**config.mk**
```make
export PLATFORM = sky130hd
export DESIGN_NAME = counter_share_arb
export DESIGN_NICKNAME = d
export VERILOG_FILES = /design/src/rtl/counter_share_arb.sv
export SDC_FILE = /design/constraint.sdc
export NUM_CORES = 1
export LEC_CHECK = 0
export ABC_AREA = 1
export CAP_MARGIN = 20
export CORE_MARGIN = 1.5
export CORE_UTILIZATION = 30
export CTS_CLUSTER_SIZE = 20
export DETAILED_ROUTE_END_ITERATION = 6
export HOLD_SLACK_MARGIN = 0.05
export PLACE_DENSITY = 0.61
export SLEW_MARGIN = 25
export SYNTH_ARGS = -nofsm -noshare
export SYNTH_HDL_FRONTEND = slang
export SYNTH_SLANG_ARGS = --single-unit
```
**constraint.sdc**
```tcl
create_clock -name C -period 3.8 [get_ports C]
set_input_delay 0.76 -clock C [delete_from_list [all_inputs] [get_ports C]]
set_output_delay 0.76 -clock C [all_outputs]
set_load 0.05 [all_outputs]
```
**src/rtl/counter_share_arb.sv**
```systemverilog
// counter_share_arb: round-robin arbiter that lends one loadable up counter
// to NREQ requesters. A granted requester's start value is loaded, counted up
// to all-ones, and the run ends with a DONE pulse (or an ABRT pulse if the
// requester withdraws its request while counting).
module counter_share_arb #(
    parameter int NREQ  = 4,
    parameter int WIDTH = 4
) (
    input  logic                    C,
    input  logic                    R,
    input  logic [NREQ-1:0]         REQ,
    input  logic [NREQ*WIDTH-1:0]   LDVAL,
    output logic [NREQ-1:0]         GNT,
    output logic [WIDTH-1:0]        Q,
    output logic                    BUSY,
    output logic                    DONE,
    output logic                    ABRT
);

    localparam int IW  = (NREQ > 1) ? $clog2(NREQ) : 1;
    localparam int IW1 = IW + 1;
    localparam logic [WIDTH-1:0] MAX = {WIDTH{1'b1}};

    typedef enum logic [1:0] {
        IDLE  = 2'd0,
        LOAD  = 2'd1,
        COUNT = 2'd2,
        FIN   = 2'd3
    } state_t;

    state_t            state_r, state_s;
    logic [IW-1:0]     ptr_r, ptr_s;
    logic [IW-1:0]     gidx_r, gidx_s;
    logic [NREQ-1:0]   gnt_r, gnt_s;
    logic [WIDTH-1:0]  q_r, q_s;
    logic              done_r, done_s;
    logic              abrt_r, abrt_s;
    logic              busy_r, busy_s;

    logic              found_s;
    logic [IW-1:0]     pick_s;
    logic [IW1-1:0]    cand_s;
    logic [WIDTH-1:0]  ld_s;
    logic [IW-1:0]     ptr_nxt_s;

    // Index-to-one-hot conversion for the grant vector.
    function automatic logic [NREQ-1:0] onehot(input logic [IW-1:0] idx);
        logic [NREQ-1:0] v;
        v      = {NREQ{1'b0}};
        v[idx] = 1'b1;
        return v;
    endfunction

    // Round-robin search: first requester at or after the pointer, wrapping.
    always_comb begin
        found_s = 1'b0;
        pick_s  = ptr_r;
        cand_s  = {IW1{1'b0}};
        for (int off = 0; off < NREQ; off++) begin
            cand_s = {1'b0, ptr_r} + IW1'(off);
            if (cand_s >= IW1'(NREQ)) begin
                cand_s = cand_s - IW1'(NREQ);
            end else begin
                cand_s = cand_s;
            end
            if (!found_s && REQ[cand_s[IW-1:0]]) begin
                found_s = 1'b1;
                pick_s  = cand_s[IW-1:0];
            end else begin
                found_s = found_s;
            end
        end
    end

    // Start value of the currently granted requester.
    always_comb begin
        ld_s = {WIDTH{1'b0}};
        for (int i = 0; i < NREQ; i++) begin
            if (gidx_r == IW'(i)) begin
                ld_s = LDVAL[i*WIDTH +: WIDTH];
            end else begin
                ld_s = ld_s;
            end
        end
    end

    // Pointer moves one past the requester whose run just ended.
    always_comb begin
        if (gidx_r == IW'(NREQ - 1)) begin
            ptr_nxt_s = {IW{1'b0}};
        end else begin
            ptr_nxt_s = gidx_r + IW'(1);
        end
    end

    // Sequencer next-state and next-output logic.
    always_comb begin
        state_s = state_r;
        ptr_s   = ptr_r;
        gidx_s  = gidx_r;
        gnt_s   = gnt_r;
        q_s     = q_r;
        done_s  = 1'b0;
        abrt_s  = 1'b0;
        case (state_r)
            IDLE: begin
                if (found_s) begin
                    gidx_s  = pick_s;
                    gnt_s   = onehot(pick_s);
                    state_s = LOAD;
                end else begin
                    state_s = IDLE;
                end
            end
            LOAD: begin
                q_s     = ld_s;
                state_s = COUNT;
            end
            COUNT: begin
                if (!REQ[gidx_r]) begin
                    state_s = IDLE;
                    gnt_s   = {NREQ{1'b0}};
                    abrt_s  = 1'b1;
                    ptr_s   = ptr_nxt_s;
                end else if (q_r == MAX) begin
                    state_s = FIN;
                    done_s  = 1'b1;
                end else begin
                    q_s = q_r + WIDTH'(1);
                end
            end
            FIN: begin
                state_s = IDLE;
                gnt_s   = {NREQ{1'b0}};
                ptr_s   = ptr_nxt_s;
            end
            default: begin
                state_s = IDLE;
                gnt_s   = {NREQ{1'b0}};
            end
        endcase
        busy_s = (state_s != IDLE);
    end

    // State and output registers with synchronous reset.
    always_ff @(posedge C) begin
        if (R) begin
            state_r <= IDLE;
            ptr_r   <= {IW{1'b0}};
            gidx_r  <= {IW{1'b0}};
            gnt_r   <= {NREQ{1'b0}};
            q_r     <= {WIDTH{1'b0}};
            done_r  <= 1'b0;
            abrt_r  <= 1'b0;
            busy_r  <= 1'b0;
        end else begin
            state_r <= state_s;
            ptr_r   <= ptr_s;
            gidx_r  <= gidx_s;
            gnt_r   <= gnt_s;
            q_r     <= q_s;
            done_r  <= done_s;
            abrt_r  <= abrt_s;
            busy_r  <= busy_s;
        end
    end

    assign GNT  = gnt_r;
    assign Q    = q_r;
    assign BUSY = busy_r;
    assign DONE = done_r;
    assign ABRT = abrt_r;

endmodule
```
== Word-level counts from Yosys, hierarchy flattened ==
Index checks and enable logic that the tools add are counted.
Widths: inputs -> output; s select.
Word-level totals
  register bits: 17
  output and inout bits: 11
  input bits: 22
Cells by class
  add/sub/neg operators: 9
  bitwise operators: 2
  reductions and logical operators: 19
  equality and inequality tests: 11
  magnitude comparators: 11
  mux-type cells: 43
Operator list (count)
  $mux 4: 8
  $mux 2: 12
  $lt 2x3->1 const B: 6
  $mux 1: 13
  $pmux 4 s3: 1
  $bmux 1 s2: 5
  $ge 3x3->1 const B: 3
  $eq 2x2->1 const B: 4
  $ne 2x2->1 const B: 4
  $pmux 2 s4: 1
  $pmux 4 s2: 1
  $sub 2x1->2 const B: 4
  $add 2x2->3 const B: 2
  $reduce_and 3->1: 2
  $reduce_bool 2->1: 3
  $add 4x1->4 const B: 1
  $eq 2x1->1 const B: 2
  $eq 4x4->1 const B: 1
  $logic_and 1x1->1: 4
  $logic_not 2->1: 2
  $pmux 2 s2: 1
  $reduce_and 2->1: 2
  $add 2x1->3 const B: 1
  $ge 2x3->1 const B: 1
  other kinds (8): 11

== Longest topological paths before layout ==
Gate-level depths: netlist of run 1.
  depth after elaboration: 20
  depth in mapped cells: 14
  depth with buffers taken out: 13

== Least setup slack after synthesis of run 1 ==
Ideal clock, no wire load.
  path kind: input port to flip-flop
  from: input port REQ[1]
  to: register gnt_r[3], in the netlist GNT[3]
  cell stages on the path: 9
  slack: 1.952 ns
  library setup time: 0.127 ns
  arrival time: 1.721 ns
  required time: 3.673 ns
  cell sequence: a21oi_1 o21ai_0 nand2_1 inv_1 nand2_1 nand2_1 or2_2 nand3_1 a21oi_2
On the way
  word-level cells in the longest chain between the ends: 18
  elaborated cells between the ends (all ways): 34
  classes of those cells: order compare (2); eq/ne (2); mux (22); reduce/logical (8)
RTL lines
  from (decl): RTL line 11  | input logic [NREQ-1:0] REQ,
  $bmux 1 s2: RTL line 66  | if (!found_s && REQ[cand_s[IW-1:0]]) begin
  $mux 1 (implied by the code): RTL line 66
  $mux 1: RTL line 66
  $logic_not 1->1: RTL line 66
  $logic_and 1x1->1: RTL line 66
  $mux 1: RTL line 66
  $logic_not 1->1: RTL line 66
  $logic_and 1x1->1: RTL line 66
  (+2 left out)
  $logic_and 1x1->1: RTL line 66
  $mux 2: RTL line 66
  $lt 2x3->1 (implied by the code) or $ge 2x1->1 (tied branches): RTL line 50  | v[idx] = 1'b1;
  $logic_and 1x1->1 (implied by the code): RTL line 50
  $mux 1 (implied by the code): RTL line 50
  $demux 1 s2: RTL line 50
  $mux 4: RTL line 107  | if (found_s) begin
  $pmux 4 s3: RTL line 105  | case (state_r)
  to (signal assigned): RTL line 151  | gnt_r <= {NREQ{1'b0}};
  to (signal assigned): RTL line 160  | gnt_r <= gnt_s;
  to (decl): RTL line 34  | logic [NREQ-1:0] gnt_r, gnt_s;
Several ways; a longest one is shown, not always the timed one. The select of a mux whose other input is x is not followed.
A chain may end at the register's enable or synchronous reset.

== Worst setup path in the final report of run 1 ==
Same ends and word-level chain as after synthesis.

==> results.json, run 1 <==
{
  "cap_viol_max_count": 0,
  "slowest_delay_ps": 470,
  "cts_post_setup_buffers_inserted": 0,
  "place_hpwl_mm": 2.71,
  "synth_commonest_cells": "sky130_fd_sc_hd__nand2_1, sky130_fd_sc_hd__nand3_1, sky130_fd_sc_hd__inv_1",
  "hold_class": "reg -> reg",
  "synthFlopType": "sky130_fd_sc_hd__dfxtp_1",
  "yosysSeqAreaShare_pct": 23.7,
  "floorplan.io_pins": 33,
  "post_cts.resized_instances": 0,
  "setup_total_negative_slack_ps": 0,
  "fmax_ghz": 0.439,
  "area_of_the_multi_input_gates_um2": 956,
  "path_depth": 10,
  "netlist-cell-type-count": 27,
  "seqCellArea_um2": 340,
  "layout.cells.non_filler": 313,
  "status": "complete, no violations",
  "synthesis.nets": 261,
  "netlist_top_cells_area": "sky130_fd_sc_hd__dfxtp_1, sky130_fd_sc_hd__nand2_1, sky130_fd_sc_hd__nand3_1, sky130_fd_sc_hd__ha_1, sky130_fd_sc_hd__a21oi_1",
  "vias_per_cell": 4.77,
  "power_mw": 1.50,
  "fp.coreArea_um2": 4470,
  "synth.most_common_cell": "sky130_fd_sc_hd__nand2_1",
  "fp.dieArea_um2": 5200,
  "synth.ff_latch_count": 17,
  "first_pass_iters": 4,
  "timing.final.crit_share_pct": 59.9,
  "slew_headroom_pct": 66.6,
  "h-tree-depth": 1,
  "grt_setup_unrepaired": "no",
  "post-route-cell-area_um2": 1830,
  "fp.dieH_um": 72.1,
  "floorplan.rows": 24,
  "path_common_cell": "sky130_fd_sc_hd__nand2_1",
  "avgRoutedWirePerCell_um": 10.8,
  "top_signal_layer_used": "met4",
  "origin_of_the_worst_setup_path": "REQ[1]",
  "r2r-end": "GNT[3]",
  "rr_startpoint": "ptr_r[0]",
  "syn_inst": 230,
  "grt_pass1_vias": 1383,
  "dp_cells": 309,
  "dieWidth_um": 72.1,
  "track_usage_pct": 14.1,
  "p_leak_nw": 0.839,
  "wl_met2_mm": 1.53,
  "ctsLongestPathBuffers": 2,
  "worst-path-buf-inv": 2,
  "grt_first_pass_wirelength_mm": 6.03,
  "floorplan.initialDensity_pct": 32.0,
  "async_flop_share_pct": 0,
  "required_ps": 3930,
  "cts_tree": "yes",
  "critical_path.endpoint": "GNT[3]",
  "post_synth_instance_area_um2": 1430,
  "drc": 0,
  "min_path_cells": 2,
  "ctsRootBufferMaster": "sky130_fd_sc_hd__clkbuf_8",
  "crit_family": "simple AND/OR/NAND/NOR gates",
  "grt_max_degree": 15,
  "port-buffer-count": 32,
  "layout_min_cycle_time_ps": 2280,
  "setup.worst_path.start_class": "input pin",
  "cell_area_after_placement_um2": 1780,
  "routed_wirelength_mm": 3.38,
  "worst_skew_pair.late_latency_ps": 250,
  "final_net_count": 293,
  "synthToLayoutAreaGrowth_pct": 27.4,
  "worst_setup_hold_path_clk_slew_ps": 60,
  "ctsHoldBuffers": 0,
  "powerDensity_nw_per_um2": 824,
  "globalplace.congestion": 0.834,
  "drtIter0Drc": 78,
  "fin_skew_ps": 1.02,
  "cp_data_arrival_time_ps": 2400,
  "dp_slack_ps": 1280,
  "filler_cell_count": 489,
  "layout.core_utilization_pct": 40.8,
  "setup-violations-final": 0,
  "synth_top_area_share_pct": 23.7,
  "antenna_cells_inserted": 0,
  "r2r_setup_slack_ps": 1780,
  "hold_viol_final": 0,
  "synth_edf_count": 0,
  "synthesis.area_per_instance_um2": 6.23,
  "final_layout_size_suffix_gt1_share_pct": 9.96,
  "detail_route.wirelength.met1_mm": 1.73,
  "tritoncts.num_buffers": 3,
  "setup_ws_ps": 1520,
  "initial_antenna_violation_count": 0,
  "yosysTopAreaCell": "sky130_fd_sc_hd__dfxtp_1",
  "worst_hold_slack_ps": 487,
  "crit_path_cell_trace": "clkdlybuf4s50_1, a21oi_1, o21ai_0, nand2_1, inv_1, nand2_1, nand2_1, or2_2, nand3_1, a21oi_2",
  "postRouteAntennaNets": 0,
  "peakVddDrop_mv": 0.310,
  "met3_length_um": 84,
  "timing.critical_path.to_type": "flip-flop",
  "total_congestion_overflow": 0,
  "total_via_count_after_detailed_routing": 1493,
  "clock-sinks": 17,
  "r2r_cells": 10,
  "yosys_warnings": 0,
  "cpMaxStageDelayCell": "sky130_fd_sc_hd__clkdlybuf4s50_1",
  "worst_pin_slew_ps": 499,
  "worst-path-max-fanout": 5,
  "finalMaxSlewViolations": 0,
  "critical_setup_path_class": "in -> reg"
}
==> metal layers <==
| metal | GRT usage [%] | vias up |
|---|---|---|
| met3 | 1.81 | 4 |
| met1 | 20.1 | 658 |
| met4 | 3.77 | 0 |
| li1 | - | 812 |
| met2 | 22.6 | 19 |
| met5 | 0 | - |
==> cell type report <==
class	instances	area share [%]
Multi-Input combinational cell	182	52.3
Tap cell	52	3.56
Clock buffer	4	2.47
Inverter	26	5.48
Sequential cell	17	18.6
Timing Repair Buffer	32	17.5
==> worst min path at each step <==
stage	start	to	slack (ps)
after CTS	GNT[1]	GNT[1]	490
after floorplan	state_r[1]	state_r[1]	510
after global placement	GNT[1]	GNT[1]	480
final	GNT[1]	GNT[1]	490
after detailed placement	GNT[1]	GNT[1]	480
after global routing	GNT[0]	GNT[0]	510
==> where the power goes <==
part           switching [mW]  total [mW]  internal, mW  leakage, nW
Sequential             0.0777       0.321         0.243        0.140
Combinational           0.693        1.05         0.360        0.676
Clock                  0.0570       0.131        0.0742       0.0228
Total                   0.828        1.50         0.677        0.839
==> kinds of logic (layout without fill, tap and decap cells) <==
logic type	Yosys count	count (layout)	share of synthesized area, %
adders and majority gates	9	9	7.85
DFF	17	17	23.7
buffers and inverters	31	62	9.60
AOI/OAI and AO/OA	43	43	15.9
and+or+nand+nor	130	130	42.9
==> cells in the final DEF, fill, tap and decap left out <==
cell type and count:
sky130_fd_sc_hd__o21ai_0 17, sky130_fd_sc_hd__inv_1 23, sky130_fd_sc_hd__nor2_2 3, sky130_fd_sc_hd__o21ai_1 1, sky130_fd_sc_hd__a21oi_1 20, sky130_fd_sc_hd__nand3_1 24
sky130_fd_sc_hd__a21oi_2 1, sky130_fd_sc_hd__clkbuf_1 1, sky130_fd_sc_hd__nand4_1 2, sky130_fd_sc_hd__nor3_1 1, sky130_fd_sc_hd__nand2_1 68, sky130_fd_sc_hd__inv_4 1
sky130_fd_sc_hd__nand2_4 2, sky130_fd_sc_hd__clkdlybuf4s50_1 32, sky130_fd_sc_hd__nand4_4 1, sky130_fd_sc_hd__ha_1 9, sky130_fd_sc_hd__nand2_2 7, sky130_fd_sc_hd__a211oi_1 1
sky130_fd_sc_hd__dfxtp_1 17, sky130_fd_sc_hd__or2_2 1, sky130_fd_sc_hd__o22ai_1 1, sky130_fd_sc_hd__clkbuf_8 3, sky130_fd_sc_hd__o211ai_1 1, sky130_fd_sc_hd__a22oi_1 1
sky130_fd_sc_hd__nand3_2 5, sky130_fd_sc_hd__inv_2 2, sky130_fd_sc_hd__nor2_1 16
==> worst min-delay path, stage by stage, from the launching register on <==
cell	delay [ps]
sky130_fd_sc_hd__dfxtp_1	310
sky130_fd_sc_hd__nand3_1	70
sky130_fd_sc_hd__a21oi_1	60
==> registers in the layout, indices dropped and copies added, names as in the netlist <==
name,cells
state_r,2
BUSY,1
gidx_r,2
GNT,4
ABRT,1
ptr_r,2
Q,4
DONE,1
(Power assumes the default switching activity.)
==> run 2, diff against run 1 <==
- clock period: 3.8 -> 2.4 ns (I/O delays scaled with it)
==> results.json, run 2 (synthesis results as in run 1) <==
{
  "worst-path-buf-inv": 1,
  "met1_usage_pct": 19.7,
  "h-tree-depth": 1,
  "setup-violations-final": 0,
  "dieWidth_um": 72.1,
  "drtIter0Drc": 87,
  "hold_class": "reg -> reg",
  "cpMaxStageDelayCell": "sky130_fd_sc_hd__clkdlybuf4s50_1",
  "p_leak_nw": 0.849,
  "slowest_delay_ps": 840,
  "floorplan.initialDensity_pct": 32.0,
  "initial_antenna_violation_count": 0,
  "met3_track_usage_gr_pct": 2.36,
  "area_of_the_multi_input_gates_um2": 956,
  "routed_wirelength_mm": 3.49,
  "post-route-cell-area_um2": 1840,
  "worst-path-max-fanout": 5,
  "post_cts.resized_instances": 0,
  "required_ps": 1920,
  "total_congestion_overflow": 0,
  "layout.cells.non_filler": 315,
  "crit_family": "buffers and inverters",
  "seqCellArea_um2": 340,
  "mostFrequentLayoutCells": "sky130_fd_sc_hd__nand2_1, sky130_fd_sc_hd__clkdlybuf4s50_1, sky130_fd_sc_hd__nand3_1",
  "port-buffer-count": 32,
  "ctsLongestPathBuffers": 2,
  "grt_pass1_vias": 1469,
  "layout_min_cycle_time_ps": 1960,
  "clock-sinks": 17,
  "cell_area_after_placement_um2": 1800,
  "cts_tree": "yes",
  "floorplan.rows": 24,
  "avgRoutedWirePerCell_um": 11.1,
  "worst_setup_hold_path_clk_slew_ps": 70,
  "cp_data_arrival_time_ps": 1480,
  "worst_pin_slew_ps": 503,
  "place_hpwl_mm": 2.79,
  "fin_skew_ps": 4.42,
  "finalMaxSlewViolations": 0,
  "final_net_count": 295,
  "status": "complete, no violations",
  "timing.final.crit_share_pct": 81.8,
  "final_layout_size_suffix_gt1_share_pct": 10.6,
  "timing.critical_path.to_type": "output pin",
  "grt_setup_unrepaired": "no",
  "setup.worst_path.start_class": "flip-flop",
  "hold_viol_final": 0,
  "grt_max_degree": 15,
  "fp.dieArea_um2": 5200,
  "peakVddDrop_mv": 0.510,
  "globalplace.congestion": 0.843,
  "floorplan.io_pins": 33,
  "total_via_count_after_detailed_routing": 1509,
  "first_pass_iters": 4,
  "global_route.peak_usage_layer": "met2",
  "synthToLayoutAreaGrowth_pct": 28.4,
  "cts_post_setup_buffers_inserted": 0,
  "tritoncts.num_buffers": 3,
  "ctsRootBufferMaster": "sky130_fd_sc_hd__clkbuf_8",
  "fp.dieH_um": 72.1,
  "met2_use_gr_pct": 24.5,
  "drc": 0,
  "fp.coreArea_um2": 4470,
  "cap_viol_max_count": 0,
  "powerDensity_nw_per_um2": 1310,
  "slew_headroom_pct": 66.4,
  "worst_skew_pair.late_latency_ps": 250,
  "grt_first_pass_wirelength_mm": 6.20,
  "filler_cell_count": 465,
  "layout_commonest_cell": "sky130_fd_sc_hd__nand2_1",
  "setup_ws_ps": 437,
  "crit_path_cell_trace": "clkdlybuf4s50_1",
  "critical_setup_path_class": "reg -> out",
  "ctsHoldBuffers": 0,
  "track_usage_pct": 14.7,
  "dp_slack_ps": 192,
  "dp_cells": 311,
  "antenna_cells_inserted": 0,
  "postRouteAntennaNets": 0,
  "setup_total_negative_slack_ps": 0,
  "vias_per_cell": 4.79,
  "fmax_ghz": 0.509
}
run 2: cell types whose count changed in the layout (fill, tap and decap cells not counted), sizes merged:
cell	change
buf	+2
run 2: layout make-up:
| type | count | area share [%] |
|---|---|---|
| clock buffer | 4 | 2.45 |
| inverter | 26 | 5.43 |
| multi-input combinational | 182 | 51.9 |
| sequential | 17 | 18.5 |
| tap | 52 | 3.53 |
| timing repair buffer | 34 | 18.2 |
run 2: path summary, 6_finish.rpt:
check,start,slack [ps],endpoint,cells after the start
worst max-delay path,Q[0],440,Q[0],1
worst max register to register,ptr_r[1],590,GNT[3],10
worst min-delay path,GNT[0],490,GNT[0],2
worst min register to register,GNT[0],490,GNT[0],2
run 2: per-layer routing:
metal  part of all wire (%)  up-vias  wire length, um
li1                       -      817                -
met1                     48      662             1690
met2                     47       25             1640
met3                    3.6        5              126
met4                   0.97        0               34
met5                      0        -                0
run 2: report_power, final:
| part | internal (mW) | switching, mW |
|---|---|---|
| clock | 0.118 | 0.0938 |
| sequential | 0.385 | 0.101 |
| combinational | 0.579 | 1.13 |
run 2: through the flow:
step / power, mW / hold WS, ps / util (%)
after floorplan: 1.82 / 514 / -
after global placement: 2.20 / 480 / 40.2
after detailed placement: 2.20 / 479 / 40.2
after CTS: 2.42 / 489 / 41.2
after global routing: 2.67 / 527 / 41.2
final: 2.40 / 487 / 41.2
